## config.mk

```make
export PLATFORM = sky130hd
export DESIGN_NAME = nbr_pair_index_gen
export DESIGN_NICKNAME = d
export VERILOG_FILES = /design/src/rtl/nbr_pair_index_gen.sv
export SDC_FILE = /design/constraint.sdc
export NUM_CORES = 1
export LEC_CHECK = 0
export BUFFER_PORTS_ARGS = -buffer_cell sky130_fd_sc_hd__buf_4
export CORE_ASPECT_RATIO = 0.9
export CORE_MARGIN = 10
export CORE_UTILIZATION = 60
export CTS_CLUSTER_SIZE = 12
export DETAILED_ROUTE_END_ITERATION = 6
export GPL_ROUTABILITY_DRIVEN = 0
export PLACE_DENSITY = 0.93
export SLEW_MARGIN = 20
export SYNTH_ARGS = -nofsm -noshare
export SYNTH_HDL_FRONTEND = slang
export SYNTH_SLANG_ARGS = --single-unit
```

## constraint.sdc

```tcl
create_clock -name clk -period 9.1 [get_ports clk]
set_input_delay 1.365 -clock clk [delete_from_list [all_inputs] [get_ports clk]]
set_output_delay 1.365 -clock clk [all_outputs]
set_load 0.01 [all_outputs]
```

## src/rtl/nbr_pair_index_gen.sv

```systemverilog
// Single/pair neighbour index enumerator with valid/ready backpressure.
// Optional accepted-beat counter is built when NBR_IDX_COUNT_EN is defined.
module nbr_pair_index_gen #(
  parameter int J      = 14,
  parameter int A      = 4,
  parameter int AWIDTH = $clog2(A) + 1,
  parameter int JW     = $clog2(J) + 1
) (
  input  logic                  clk,
  input  logic                  rst,
  input  logic [J*AWIDTH-1:0]   x_init,
  input  logic                  x_init_valid,
  input  logic                  start,
  input  logic [1:0]            mode,
  input  logic [JW-1:0]         skip_idx,
  input  logic                  out_ready,
  output logic                  out_valid,
  output logic                  out_kind,
  output logic                  out_last,
  output logic [JW-1:0]         row0,
  output logic [JW-1:0]         row1,
  output logic [AWIDTH-1:0]     div_col0,
  output logic [AWIDTH-1:0]     div_col1,
  output logic [AWIDTH-1:0]     mul_col0,
  output logic [AWIDTH-1:0]     mul_col1,
  output logic                  busy,
  output logic                  done,
  output logic [15:0]           cand_count
);

  typedef enum logic [1:0] {
    S_IDLE, S_SINGLE, S_PAIR, S_DONE
  } state_e;

  typedef logic [AWIDTH-1:0] lvl_t;

  localparam logic [JW-1:0]   JJ  = JW'(J);
  localparam logic [JW-1:0]   JM1 = JW'(J - 1);
  localparam logic [JW-1:0]   JM2 = JW'(J - 2);
  localparam lvl_t            AM1 = AWIDTH'(A - 1);
  localparam lvl_t            D1  = AWIDTH'(1);
  localparam logic [AWIDTH:0] AA  = (AWIDTH + 1)'(A);
  localparam lvl_t            AL  = AWIDTH'(A);

  state_e        state_q, state_d;
  lvl_t          x_q [J];
  lvl_t          x_d [J];
  logic [1:0]    mode_q, mode_d;
  logic [JW-1:0] skip_q, skip_d;
  logic [JW-1:0] r0_q, r0_d, r1_q, r1_d;
  lvl_t          d0_q, d0_d, d1_q, d1_d;
  logic          valid_q, valid_d, kind_q, kind_d;
  logic          last_q, last_d, busy_q, busy_d;
  logic          done_q, done_d;
  logic [JW-1:0] row0_q, row0_d, row1_q, row1_d;
  lvl_t          dv0_q, dv0_d, dv1_q, dv1_d;
  lvl_t          ml0_q, ml0_d, ml1_q, ml1_d;
  logic          fire, ld, lk, clr;
  logic [JW-1:0] lr0, lr1, lst;
  lvl_t          ld0, ld1, xv0, xv1;

  function automatic lvl_t lvl_add(input lvl_t x, input lvl_t d);
    logic [AWIDTH:0] s;
    s = {1'b0, x} + {1'b0, d};
    if (s >= AA) s = s - AA;
    return s[AWIDTH-1:0];
  endfunction

  function automatic logic [JW-1:0] nxt(input logic [JW-1:0] r,
                                        input logic [JW-1:0] s);
    logic [JW-1:0] n;
    n = r + JW'(1);
    if (n == s) n = n + JW'(1);
    return n;
  endfunction

  function automatic logic [JW-1:0] first_row(input logic [JW-1:0] s);
    logic [JW-1:0] f;
    f = '0;
    if (s == '0) f = JW'(1);
    return f;
  endfunction

  function automatic logic [JW-1:0] last_row(input logic [JW-1:0] s);
    return (s == JM1) ? JM2 : JM1;
  endfunction

  // pair phase needs at least two rows left after the exclusion
  function automatic logic has_pair(input logic [1:0] m,
                                    input logic [JW-1:0] s);
    return (m != 2'b00) && ((J >= 3) || (s >= JJ));
  endfunction

  assign fire = valid_q & out_ready;

  always_comb begin
    state_d = state_q;
    x_d     = x_q;
    mode_d  = mode_q;
    skip_d  = skip_q;
    r0_d    = r0_q;
    r1_d    = r1_q;
    d0_d    = d0_q;
    d1_d    = d1_q;
    valid_d = valid_q;
    kind_d  = kind_q;
    last_d  = last_q;
    row0_d  = row0_q;
    row1_d  = row1_q;
    dv0_d   = dv0_q;
    dv1_d   = dv1_q;
    ml0_d   = ml0_q;
    ml1_d   = ml1_q;
    done_d  = 1'b0;
    ld      = 1'b0;
    lk      = 1'b0;
    clr     = 1'b0;
    lr0     = r0_q;
    lr1     = r1_q;
    ld0     = d0_q;
    ld1     = d1_q;
    xv0     = '0;
    xv1     = '0;
    lst     = '0;

    unique case (state_q)
      S_IDLE: begin
        if (x_init_valid) begin
          for (int i = 0; i < J; i++) begin
            x_d[i] = (x_init[i*AWIDTH +: AWIDTH] >= AL) ?
                     '0 : x_init[i*AWIDTH +: AWIDTH];
          end
        end
        if (start) begin
          mode_d = mode;
          skip_d = skip_idx;
          if (mode != 2'b01) begin
            state_d = S_SINGLE;
            ld  = 1'b1;
            lr0 = first_row(skip_idx);
            lr1 = '0;
            ld0 = D1;
            ld1 = '0;
          end else if (has_pair(mode, skip_idx)) begin
            state_d = S_PAIR;
            ld  = 1'b1;
            lk  = 1'b1;
            lr0 = first_row(skip_idx);
            lr1 = nxt(first_row(skip_idx), skip_idx);
            ld0 = D1;
            ld1 = D1;
          end else begin
            state_d = S_DONE;
            done_d  = 1'b1;
          end
        end
      end
      S_SINGLE: begin
        if (fire) begin
          if (d0_q != AM1) begin
            ld  = 1'b1;
            ld0 = d0_q + D1;
          end else if (r0_q != last_row(skip_q)) begin
            ld  = 1'b1;
            lr0 = nxt(r0_q, skip_q);
            ld0 = D1;
          end else if (has_pair(mode_q, skip_q)) begin
            state_d = S_PAIR;
            ld  = 1'b1;
            lk  = 1'b1;
            lr0 = first_row(skip_q);
            lr1 = nxt(first_row(skip_q), skip_q);
            ld0 = D1;
            ld1 = D1;
          end else begin
            state_d = S_DONE;
            done_d  = 1'b1;
            clr     = 1'b1;
          end
        end
      end
      S_PAIR: begin
        if (fire) begin
          lk = 1'b1;
          if (d1_q != AM1) begin
            ld  = 1'b1;
            ld1 = d1_q + D1;
          end else if (d0_q != AM1) begin
            ld  = 1'b1;
            ld0 = d0_q + D1;
            ld1 = D1;
          end else if (r1_q != last_row(skip_q)) begin
            ld  = 1'b1;
            lr1 = nxt(r1_q, skip_q);
            ld0 = D1;
            ld1 = D1;
          end else if (nxt(r0_q, skip_q) != last_row(skip_q)) begin
            ld  = 1'b1;
            lr0 = nxt(r0_q, skip_q);
            lr1 = nxt(nxt(r0_q, skip_q), skip_q);
            ld0 = D1;
            ld1 = D1;
          end else begin
            state_d = S_DONE;
            done_d  = 1'b1;
            clr     = 1'b1;
          end
        end
      end
      S_DONE: begin
        state_d = S_IDLE;
      end
      default: begin
        state_d = S_IDLE;
      end
    endcase

    // levels always come from the stored assignment, never from old beats
    if (ld) begin
      for (int i = 0; i < J; i++) begin
        if (lr0 == JW'(i)) xv0 = x_q[i];
        if (lr1 == JW'(i)) xv1 = x_q[i];
      end
      lst     = last_row(skip_d);
      valid_d = 1'b1;
      kind_d  = lk;
      row0_d  = lr0;
      row1_d  = lk ? lr1 : '0;
      dv0_d   = xv0;
      ml0_d   = lvl_add(xv0, ld0);
      dv1_d   = lk ? xv1 : '0;
      ml1_d   = lk ? lvl_add(xv1, ld1) : '0;
      if (lk) begin
        last_d = (lr1 == lst) && (nxt(lr0, skip_d) == lst) &&
                 (ld0 == AM1) && (ld1 == AM1);
      end else begin
        last_d = (lr0 == lst) && (ld0 == AM1) &&
                 !has_pair(mode_d, skip_d);
      end
      r0_d = lr0;
      r1_d = lr1;
      d0_d = ld0;
      d1_d = ld1;
    end

    if (clr) begin
      valid_d = 1'b0;
      kind_d  = 1'b0;
      last_d  = 1'b0;
      row0_d  = '0;
      row1_d  = '0;
      dv0_d   = '0;
      dv1_d   = '0;
      ml0_d   = '0;
      ml1_d   = '0;
    end

    busy_d = (state_d != S_IDLE);
  end

  always_ff @(posedge clk) begin
    if (rst) begin
      state_q <= S_IDLE;
      x_q     <= '{default: '0};
      mode_q  <= '0;
      skip_q  <= '0;
      r0_q    <= '0;
      r1_q    <= '0;
      d0_q    <= '0;
      d1_q    <= '0;
      valid_q <= 1'b0;
      kind_q  <= 1'b0;
      last_q  <= 1'b0;
      busy_q  <= 1'b0;
      done_q  <= 1'b0;
      row0_q  <= '0;
      row1_q  <= '0;
      dv0_q   <= '0;
      dv1_q   <= '0;
      ml0_q   <= '0;
      ml1_q   <= '0;
    end else begin
      state_q <= state_d;
      x_q     <= x_d;
      mode_q  <= mode_d;
      skip_q  <= skip_d;
      r0_q    <= r0_d;
      r1_q    <= r1_d;
      d0_q    <= d0_d;
      d1_q    <= d1_d;
      valid_q <= valid_d;
      kind_q  <= kind_d;
      last_q  <= last_d;
      busy_q  <= busy_d;
      done_q  <= done_d;
      row0_q  <= row0_d;
      row1_q  <= row1_d;
      dv0_q   <= dv0_d;
      dv1_q   <= dv1_d;
      ml0_q   <= ml0_d;
      ml1_q   <= ml1_d;
    end
  end

`ifdef NBR_IDX_COUNT_EN
  logic [15:0] cnt_q, cnt_d;

  always_comb begin
    cnt_d = cnt_q;
    if (state_q == S_IDLE && start) begin
      cnt_d = '0;
    end else if (fire && cnt_q != 16'hFFFF) begin
      cnt_d = cnt_q + 16'd1;
    end
  end

  always_ff @(posedge clk) begin
    if (rst) cnt_q <= '0;
    else     cnt_q <= cnt_d;
  end

  assign cand_count = cnt_q;
`else
  assign cand_count = '0;
`endif

  assign out_valid = valid_q;
  assign out_kind  = kind_q;
  assign out_last  = last_q;
  assign row0      = row0_q;
  assign row1      = row1_q;
  assign div_col0  = dv0_q;
  assign div_col1  = dv1_q;
  assign mul_col0  = ml0_q;
  assign mul_col1  = ml1_q;
  assign busy      = busy_q;
  assign done      = done_q;

endmodule

```

== After elaboration in Yosys (flattened, before gate mapping) ==
Index checks and enable logic that the tools add are counted.
W data, S select, Z words.

* Add/subtract/negate cells: 18
* $lt $le $gt $ge: 16
* Eq/ne operators: 48
* Multiplexer cells: 185
* Bitwise operators: 1
* Reduce and logical (&&, ||, !) cells: 17

{| class="wikitable"
|+ Operators by type and width
! kind !! number
|-
| $mux W5 || 55
|-
| $mux W3 || 72
|-
| $eq A5 B4 Y1 const B || 14
|-
| $add A5 B1 Y5 const B || 12
|-
| $ge A3 B3 Y1 const B || 14
|-
| $eq A5 B3 Y1 const B || 8
|-
| $mux W1 || 37
|-
| $eq A5 B5 Y1 || 6
|-
| $pmux W5 S3 || 2
|-
| $mux W2 || 12
|-
| $eq A5 B2 Y1 const B || 4
|-
| $logic_not A5 Y1 || 4
|-
| $pmux W3 S3 || 2
|-
| $eq A5 B4 Y1 || 3
|-
| $eq A5 B1 Y1 const B || 2
|-
| $ne A5 B5 Y1 || 2
|-
| $pmux W1 S3 || 3
|-
| $add A3 B3 Y4 || 2
|-
| $ge A4 B3 Y1 const B || 2
|-
| $pmux W2 S4 || 1
|-
| $reduce_bool A2 Y1 || 4
|-
| $add A3 B1 Y3 const B || 2
|-
| $eq A3 B2 Y1 const B || 2
|-
| $ne A3 B2 Y1 const B || 2
|-
| 12 further kinds || 18
|}

* Register bits: 94
* Input port bits: 54
* Output and inout bits: 43

== Depth between registers and ports, before layout ==
Gate-level depths: netlist of the first run.

* Depth in word-level cells: 44
* Depth in mapped cells: 32
* Gate-level depth less buffers: 28

== Worst setup path after synthesis of the first run ==
Ideal clock, no wire load.

* Path kind: register -> register
* From: reg r0_q[0]
* To: reg ml1_q[2], in the netlist mul_col1[2]
* Setup time: 128 ps
* Arrival: 6195 ps
* Data required time: 8972 ps
* Slack: 2778 ps
* Stages on the path, launching flop included: 32
* Path buffers: 5
* Period minus slack after synthesis: 6322 ps
* Cells stage by stage: dfxtp_1 -> buf_6 -> clkbuf_1 -> inv_1 -> ha_1 -> buf_4 -> xnor2_1 -> or2_0 -> buf_6 -> nor4_2 -> xnor2_1 -> ha_1 -> xor3_1 -> xnor2_1 -> and3_1 -> a31oi_1 -> nand2b_1 -> o21ai_0 -> and3_4 -> o311ai_4 -> and2_4 -> buf_6 -> or4_1 -> a31o_1 -> a21oi_2 -> a31oi_1 -> ha_1 -> a211o_1 -> nand3_1 -> a21oi_1 -> a21oi_1 -> nor2_1

* Cells in the longest elaborated chain, start to end: 38
* Elaborated cells on any way between the ends: 96

{| class="wikitable"
|+ Ends and longest elaborated chain
! item !! line !! text
|-
| start: declaration || 50 || <nowiki>logic [JW-1:0] r0_q, r0_d, r1_q, r1_d;</nowiki>
|-
| start signal: assignment || 287 || <nowiki>r0_q <= r0_d;</nowiki>
|-
| $add A5 B1 Y5 || 72 || <nowiki>n = r + JW'(1);</nowiki>
|-
| $add A5 B1 Y5 or $eq A5 B5 Y1 (tied branches) || 73 || <nowiki>if (n == s) n = n + JW'(1);</nowiki>
|-
| $mux W5 || 73 ||
|-
| $mux W5 || 197 || <nowiki>end else if (nxt(r0_q, skip_q) != last_row(skip_q)) begin</nowiki>
|-
| $mux W5 || 192 || <nowiki>end else if (r1_q != last_row(skip_q)) begin</nowiki>
|-
| $mux W5 || 188 || <nowiki>end else if (d0_q != AM1) begin</nowiki>
|-
| $mux W5 || 185 || <nowiki>if (d1_q != AM1) begin</nowiki>
|-
| $mux W5 || 183 || <nowiki>if (fire) begin</nowiki>
|-
| (+9 left out) || n/a ||
|-
| $pmux W5 S3 || 126 || <nowiki>unique case (state_q)</nowiki>
|-
| $logic_not A5 Y1 || 222 || <nowiki>if (lr1 == JW'(i)) xv1 = x_q[i];</nowiki>
|-
| $mux W3 (14 in a row) || 222 ||
|-
| $mux W3 || 219 || <nowiki>if (ld) begin</nowiki>
|-
| $add A3 B3 Y4 || 64 || <nowiki>s = {1'b0, x} + {1'b0, d};</nowiki>
|-
| $ge A4 B3 Y1 or $sub A3 B3 Y3 (tied branches) || 65 || <nowiki>if (s >= AA) s = s - AA;</nowiki>
|-
| $mux W3 || 65 ||
|-
| $mux W3 || 232 || <nowiki>ml1_d = lk ? lvl_add(xv1, ld1) : '0;</nowiki>
|-
| end signal: assignment || 301 || <nowiki>ml1_q <= ml1_d;</nowiki>
|-
| end: declaration || 57 || <nowiki>lvl_t ml0_q, ml0_d, ml1_q, ml1_d;</nowiki>
|}

Several ways; a longest one is shown, not always the timed one. The select of a mux whose other input is x is not followed.
A chain may end at the register's enable or synchronous reset.

== Final worst setup path of the first run ==
Same ends and word-level chain as after synthesis.

==> results of run 1 <==
-- power by group --
part / total [mW] / leakage (nW) / switching [mW] / internal, mW
combinational: 1.34 / 2.30 / 0.842 / 0.493
clock: 0.378 / 0.138 / 0.185 / 0.193
sequential: 0.588 / 0.765 / 0.110 / 0.478
total: 2.30 / 3.21 / 1.14 / 1.16
-- path summary, 6_finish.rpt --
path | to | slack [ns] | cells after the start
worst max-delay path | mul_col1[2] | 1.31 | 25
worst min-delay path | mul_col0[0] | 0.47 | 2
worst max register to register | mul_col1[2] | 1.31 | 25
worst min register to register | mul_col0[0] | 0.47 | 2
-- stage by stage --
| step | cells | instance area, sq um | setup slack, ns |
|---|---|---|---|
| global route | 1194 | 8315 | 0.9466 |
| floorplan | 1012 | 7599 | 2.778 |
| CTS | 1194 | 8315 | 1.621 |
| finish | 1194 | 8315 | 1.314 |
| detailed placement | 1178 | 8024 | 1.675 |
| global placement | 1178 | 8024 | 1.951 |
-- worst max-delay path: cells and delay by family (launching register included) --
family	cells	cell delay (ns)
adders and majority gates	4	1.41
DFF	1	0.79
buffers and inverters	1	0.30
and+or+nand+nor	9	2.18
xor gates and xnor gates	4	0.88
AOI/OAI and AO/OA	7	2.16
-- metal layers --
metal  track usage  wire length, microns  vias to the layer above
met2        0.3927                 10060                      639
li1              -                     -                     3666
met4       0.09170                   827                        0
met1        0.3221                  9094                     3677
met3       0.07572                  3458                      120
met5             0                     0                        -
-- state kept, by name, summed over array words and instances (netlist names) --
signal,cells
row0,5
d0_q,3
div_col0,3
r0_q,5
row1,5
mul_col0,3
busy,1
out_kind,1
d1_q,3
r1_q,5
done,1
x_q,42
state_q,2
mul_col1,3
div_col1,3
out_last,1
skip_q,5
mode_q,2
out_valid,1
-- logic make-up (layout without fill, tap and decap cells) --
| logic type | after synthesis | in the layout |
|---|---|---|
| mux | 17 | 17 |
| flops | 94 | 94 |
| xor+xnor | 46 | 46 |
| simple gates | 431 | 431 |
| buf+inv | 103 | 125 |
| other cells | 1 | 16 |
| compound gates | 277 | 277 |
| fa+ha+maj | 28 | 28 |
-- layout make-up --
| type | count | area share |
|---|---|---|
| tap | 160 | 0.02407 |
| sequential | 94 | 0.2263 |
| inverter | 26 | 0.01174 |
| multi-input combinational | 815 | 0.6279 |
| clock inverter | 7 | 0.007975 |
| clock buffer | 9 | 0.02708 |
| timing repair buffer | 83 | 0.07493 |
-- cell usage in the layout, fill, tap and decap left out, drive strengths merged, types with 16 or more instances in the layout --
master	count
and2	23
xnor2	26
o21ai	49
inv	28
nand3	25
nand2	91
nor3b	29
nor2	131
conb	16
o211ai	16
buf	83
dfxtp	94
ha	26
a21oi	85
nor3	39
==> results.cfg, run 1 <==
[outcome]
status = complete, but fails checks
violations = DRC

[clocking]
holdBufCountCts = 0
post-cts-setup-buffers = 0
clock_latency_ns = 0.36
clkSlewWorstSetupHoldPaths_ns = 0.08
cts_buffer_depth = 2
clock_sinks = 94
postCtsResizedCells = 0
h-tree-depth = 3
root_buffer = clkbuf_16
cts_tree = done
cts-buffers-inserted = 9

[setup_path]
arrival_ns = 8.08
crit_required_ns = 9.39
end_kind = register
max_stage_delay_ns = 0.84
crit_type = register to register
startpoint_type = register
critPathLaunch = r0_q[0]
crit_path_top_delay_cell = a41oi_1
r2r_start = r0_q[0]
worstPathMaxFanout = 20

[logic_synthesis]
synth_area_sq_mm = 0.007542
synth-seq-area-share = 0.2495
synth.most_common_cell = nor2_1
synth_largest_area_cell = dfxtp_1
yosys-top-cells-area = dfxtp_1, nor2_1, a21oi_1
yosys-top-cells-count = nor2_1, dfxtp_1, nand2_1
synth_seq_cells = 94
synthMuxAreaShare = 0.02405
synth_top_family_by_area = simple AND/OR/NAND/NOR gates
synth_simple_gate_area_frac = 0.2950
synth_xor_area_frac = 0.06802
async_flop_share = 0
synthFlopType = dfxtp_1
ys_warn_count = 0
yosysTopAreaCellShare = 0.2495
synth_fa_ha_area_frac = 0.04844
avgSynthCellArea_sq_um = 7.565
ys_types = 98
syn-instance-count = 997
synth_compound_area_frac = 0.2485
synth_edf_count = 0

[sta]
rsz0062_at_grt = no
setup_viol = 0
clock.fmax_ghz = 0.1284
post-route-min-period_ns = 7.786
fin_crit_sh = 0.8556
slew_viol_final = 0
hold_slack_ns = 0.4677
tightest_slew_ns = 1.025
fin_skew_ns = 0.01252
fin_tns_setup_ns = 0
relSlewSlack = 0.3080
hold_violations = 0

[floorplan]
die_w_microns = 138.2
die_area_sq_mm = 0.01746
ios = 97
core_sq_mm = 0.01217
die_y_microns = 126.4
start_util = 0.6197
row_count = 38

[final_layout]
fillerInstances = 1004
syn_to_final_growth_pct = 10.25
postLayoutCoreUtil = 0.6832
multi_input_area_sq_mm = 0.005221
nNetsFinal = 1111
diodes = 0
seq_area_sq_mm = 0.001882
drive_gt1_frac = 0.1364

[global_route]
grt_max_degree = 57
antenna_found_initial = 0
grt_pass1_wl_microns = 37700
grt_usage = 0.2515
grt_pass1_vias = 7580
grt_overflow_total = 0

[detailed_routing]
drc = 15
avgViaCountPerCell = 6.786
vias = 8102
drtPass1Iterations = 7
first_iter_violations = 1478
drtAntennaViolNets = 0
routed_wl_microns = 23440
routedWlPerCell_microns = 19.63

[power_and_ir_drop]
power.total_mw = 2.301
p_per_area_mw_per_mm2 = 276.8
ir_drop_mv = 0.1241
p_leak_nw = 3.208

[worst_hold_path]
min_from = mul_col0[0]
hp-class = register to register

[placed_design]
port_buffers = 80
dp_hpwl_microns = 17290

[run]
max-cap-violations = 0
No activity file was read; power rests on OpenSTA's default activity.
==> run 2: changes to the inputs <==
ABC_CLOCK_PERIOD_IN_PS = 9100   (was not set)
PLACE_DENSITY = 0.82   (was 0.93)
==> run 2 against run 1 <==
The flow now finishes without violations. Critical path type unchanged. Sequential share of layout area hardly changed. Worst hold slack worse by 0.0058 ns. Largest power group unchanged. Die area stayed put. Critical path depth stayed put. Power is 0.28% lower. Clock skew is 0.0033 ns lower. Combinational power hardly changed. Critical endpoint unchanged. Count of clock-buffer cells in the layout is 3 higher. Core utilization is 0.10 points lower. Largest cell class unchanged. First-iteration DRC count is 13% lower. Routed wire length is 1.5% higher. Non-clock buffer count stayed put.
==> results.cfg, run 2 (synthesized netlist as in run 1, its figures left out) <==
[outcome]
status = finished clean

[setup_path]
end_kind = register
worstPathMaxFanout = 20
crit_required_ns = 9.40
crit_type = register to register
startpoint_type = register
arrival_ns = 7.97

[global_route]
grt_pass1_vias = 7241
grt_max_degree = 57
antenna_found_initial = 1
grt_overflow_total = 0
grt_usage = 0.2579
grt_pass1_wl_microns = 38160

[power_and_ir_drop]
p_per_area_mw_per_mm2 = 276.4
pwr-share-clk = 0.158
power.total_mw = 2.295
p_leak_nw = 3.204
ir_drop_mv = 0.1673
seq_power_share = 0.257
intPower_mw = 1.167
power_frac_comb = 0.585
p_sw_mw = 1.128
p_sw_frac = 0.4913

[final_layout]
largest_reg_flops = 42
fin_area_sq_mm = 0.008303
diodes = 0
drive_gt1_frac = 0.1354
seq_area_sq_mm = 0.001882
fin_cells = 1194
nNetsFinal = 1111
multi_input_area_sq_mm = 0.005224
syn_to_final_growth_pct = 10.09
top_register = x_q
layout_common_cells = nor2_1, dfxtp_1, nand2_1, a21oi_1, buf_4
fillerInstances = 1104
postLayoutCoreUtil = 0.6822
layout_commonest_cell = nor2_1

[clocking]
cts_buffer_depth = 2
clkSlewWorstSetupHoldPaths_ns = 0.07
cts-buffers-inserted = 9
post-cts-setup-buffers = 0
postCtsResizedCells = 0
clock_sinks = 94
h-tree-depth = 3
root_buffer = clkbuf_16
clock_latency_ns = 0.36
cts_tree = done
holdBufCountCts = 0

[detailed_routing]
vias = 7876
routed_wl_microns = 23800
drtPass1Iterations = 6
routedWlPerCell_microns = 19.93
drtAntennaViolNets = 0
drc = 0
avgViaCountPerCell = 6.596
first_iter_violations = 1291

[sta]
relSlewSlack = 0.2837
fin_tns_setup_ns = 0
hold_violations = 0
fin_crit_sh = 0.8434
hold_slack_ns = 0.4619
slew_viol_final = 0
tightest_slew_ns = 1.061
clock.fmax_ghz = 0.1303
setup_viol = 0
fin_skew_ns = 0.009263
layout_setup_ws_ns = 1.425
rsz0062_at_grt = no
post-route-min-period_ns = 7.675

[floorplan]
core_sq_mm = 0.01217
die_area_sq_mm = 0.01746
row_count = 38
start_util = 0.6197
die_w_microns = 138.2
ios = 97
die_y_microns = 126.4

[placed_design]
postPlaceCellArea_sq_mm = 0.008026
port_buffers = 80
place_ws_ns = 1.760
dp_hpwl_microns = 17720
place_inst = 1178

[run]
max-cap-violations = 0

[worst_hold_path]
hp-class = register to register
run 2: changes by cell type in the layout (fill, tap and decap cells not counted):
| cell | delta |
|---|---|
| clkbuf_1 | +2 |
| clkbuf_8 | +1 |
| nand2_1 | -1 |
| clkinv_2 | +1 |
| inv_8 | -3 |
| clkinvlp_4 | -1 |
| nand2_2 | +1 |
run 2: worst max-delay path, stage by stage (launching register included):
cell,delay (ns)
dfxtp_1,0.78
inv_1,0.29
ha_1,0.48
xnor2_1,0.19
or2_0,0.39
nor4_2,0.45
xnor2_1,0.22
ha_1,0.30
xor3_1,0.30
xnor2_1,0.19
and3_1,0.18
a31oi_1,0.06
nand2b_1,0.26
or3b_4,0.45
a41oi_1,0.87
nor2_1,0.16
a2111oi_0,0.50
a211oi_1,0.09
o31a_1,0.34
ha_1,0.22
fa_1,0.38
nor2_1,0.11
nand2_1,0.06
a21oi_1,0.15
a21oi_1,0.06
nor2_1,0.10
run 2: routing by layer:
layer / wire length [microns] / global-route usage
met1: 10310 / 0.3575
met2: 9356 / 0.3601
met3: 3502 / 0.09549
met4: 628 / 0.08302
met5: 0 / 0
run 2: layout make-up:
type | count | share of cell area
Multi-Input combinational cell | 815 | 0.6291
Sequential cell | 94 | 0.2266
Timing Repair Buffer | 83 | 0.07505
Clock buffer | 12 | 0.02969
Tap cell | 160 | 0.02411
Inverter | 26 | 0.01175
Clock inverter | 4 | 0.003617
run 2: power by group through the flow:
stage          logic, mW  clock network, mW  registers (mW)
2_1_floorplan       1.04                  0           0.540
3_3_place_gp        1.27                  0           0.587
3_5_place_dp        1.29                  0           0.590
4_1_cts             1.30              0.363           0.581
5_1_grt             1.46              0.377           0.596
6_report            1.34              0.362           0.589
run 2: final timing paths:
| path | startpoint | end | slack (ns) | cells past startpoint |
|---|---|---|---|---|
| setup / recovery | r0_q[0] | mul_col1[2] | 1.43 | 25 |
| hold reg to reg | mul_col0[0] | mul_col0[0] | 0.46 | 2 |
| setup reg to reg | r0_q[0] | mul_col1[2] | 1.43 | 25 |
| hold / removal | mul_col0[0] | mul_col0[0] | 0.46 | 2 |
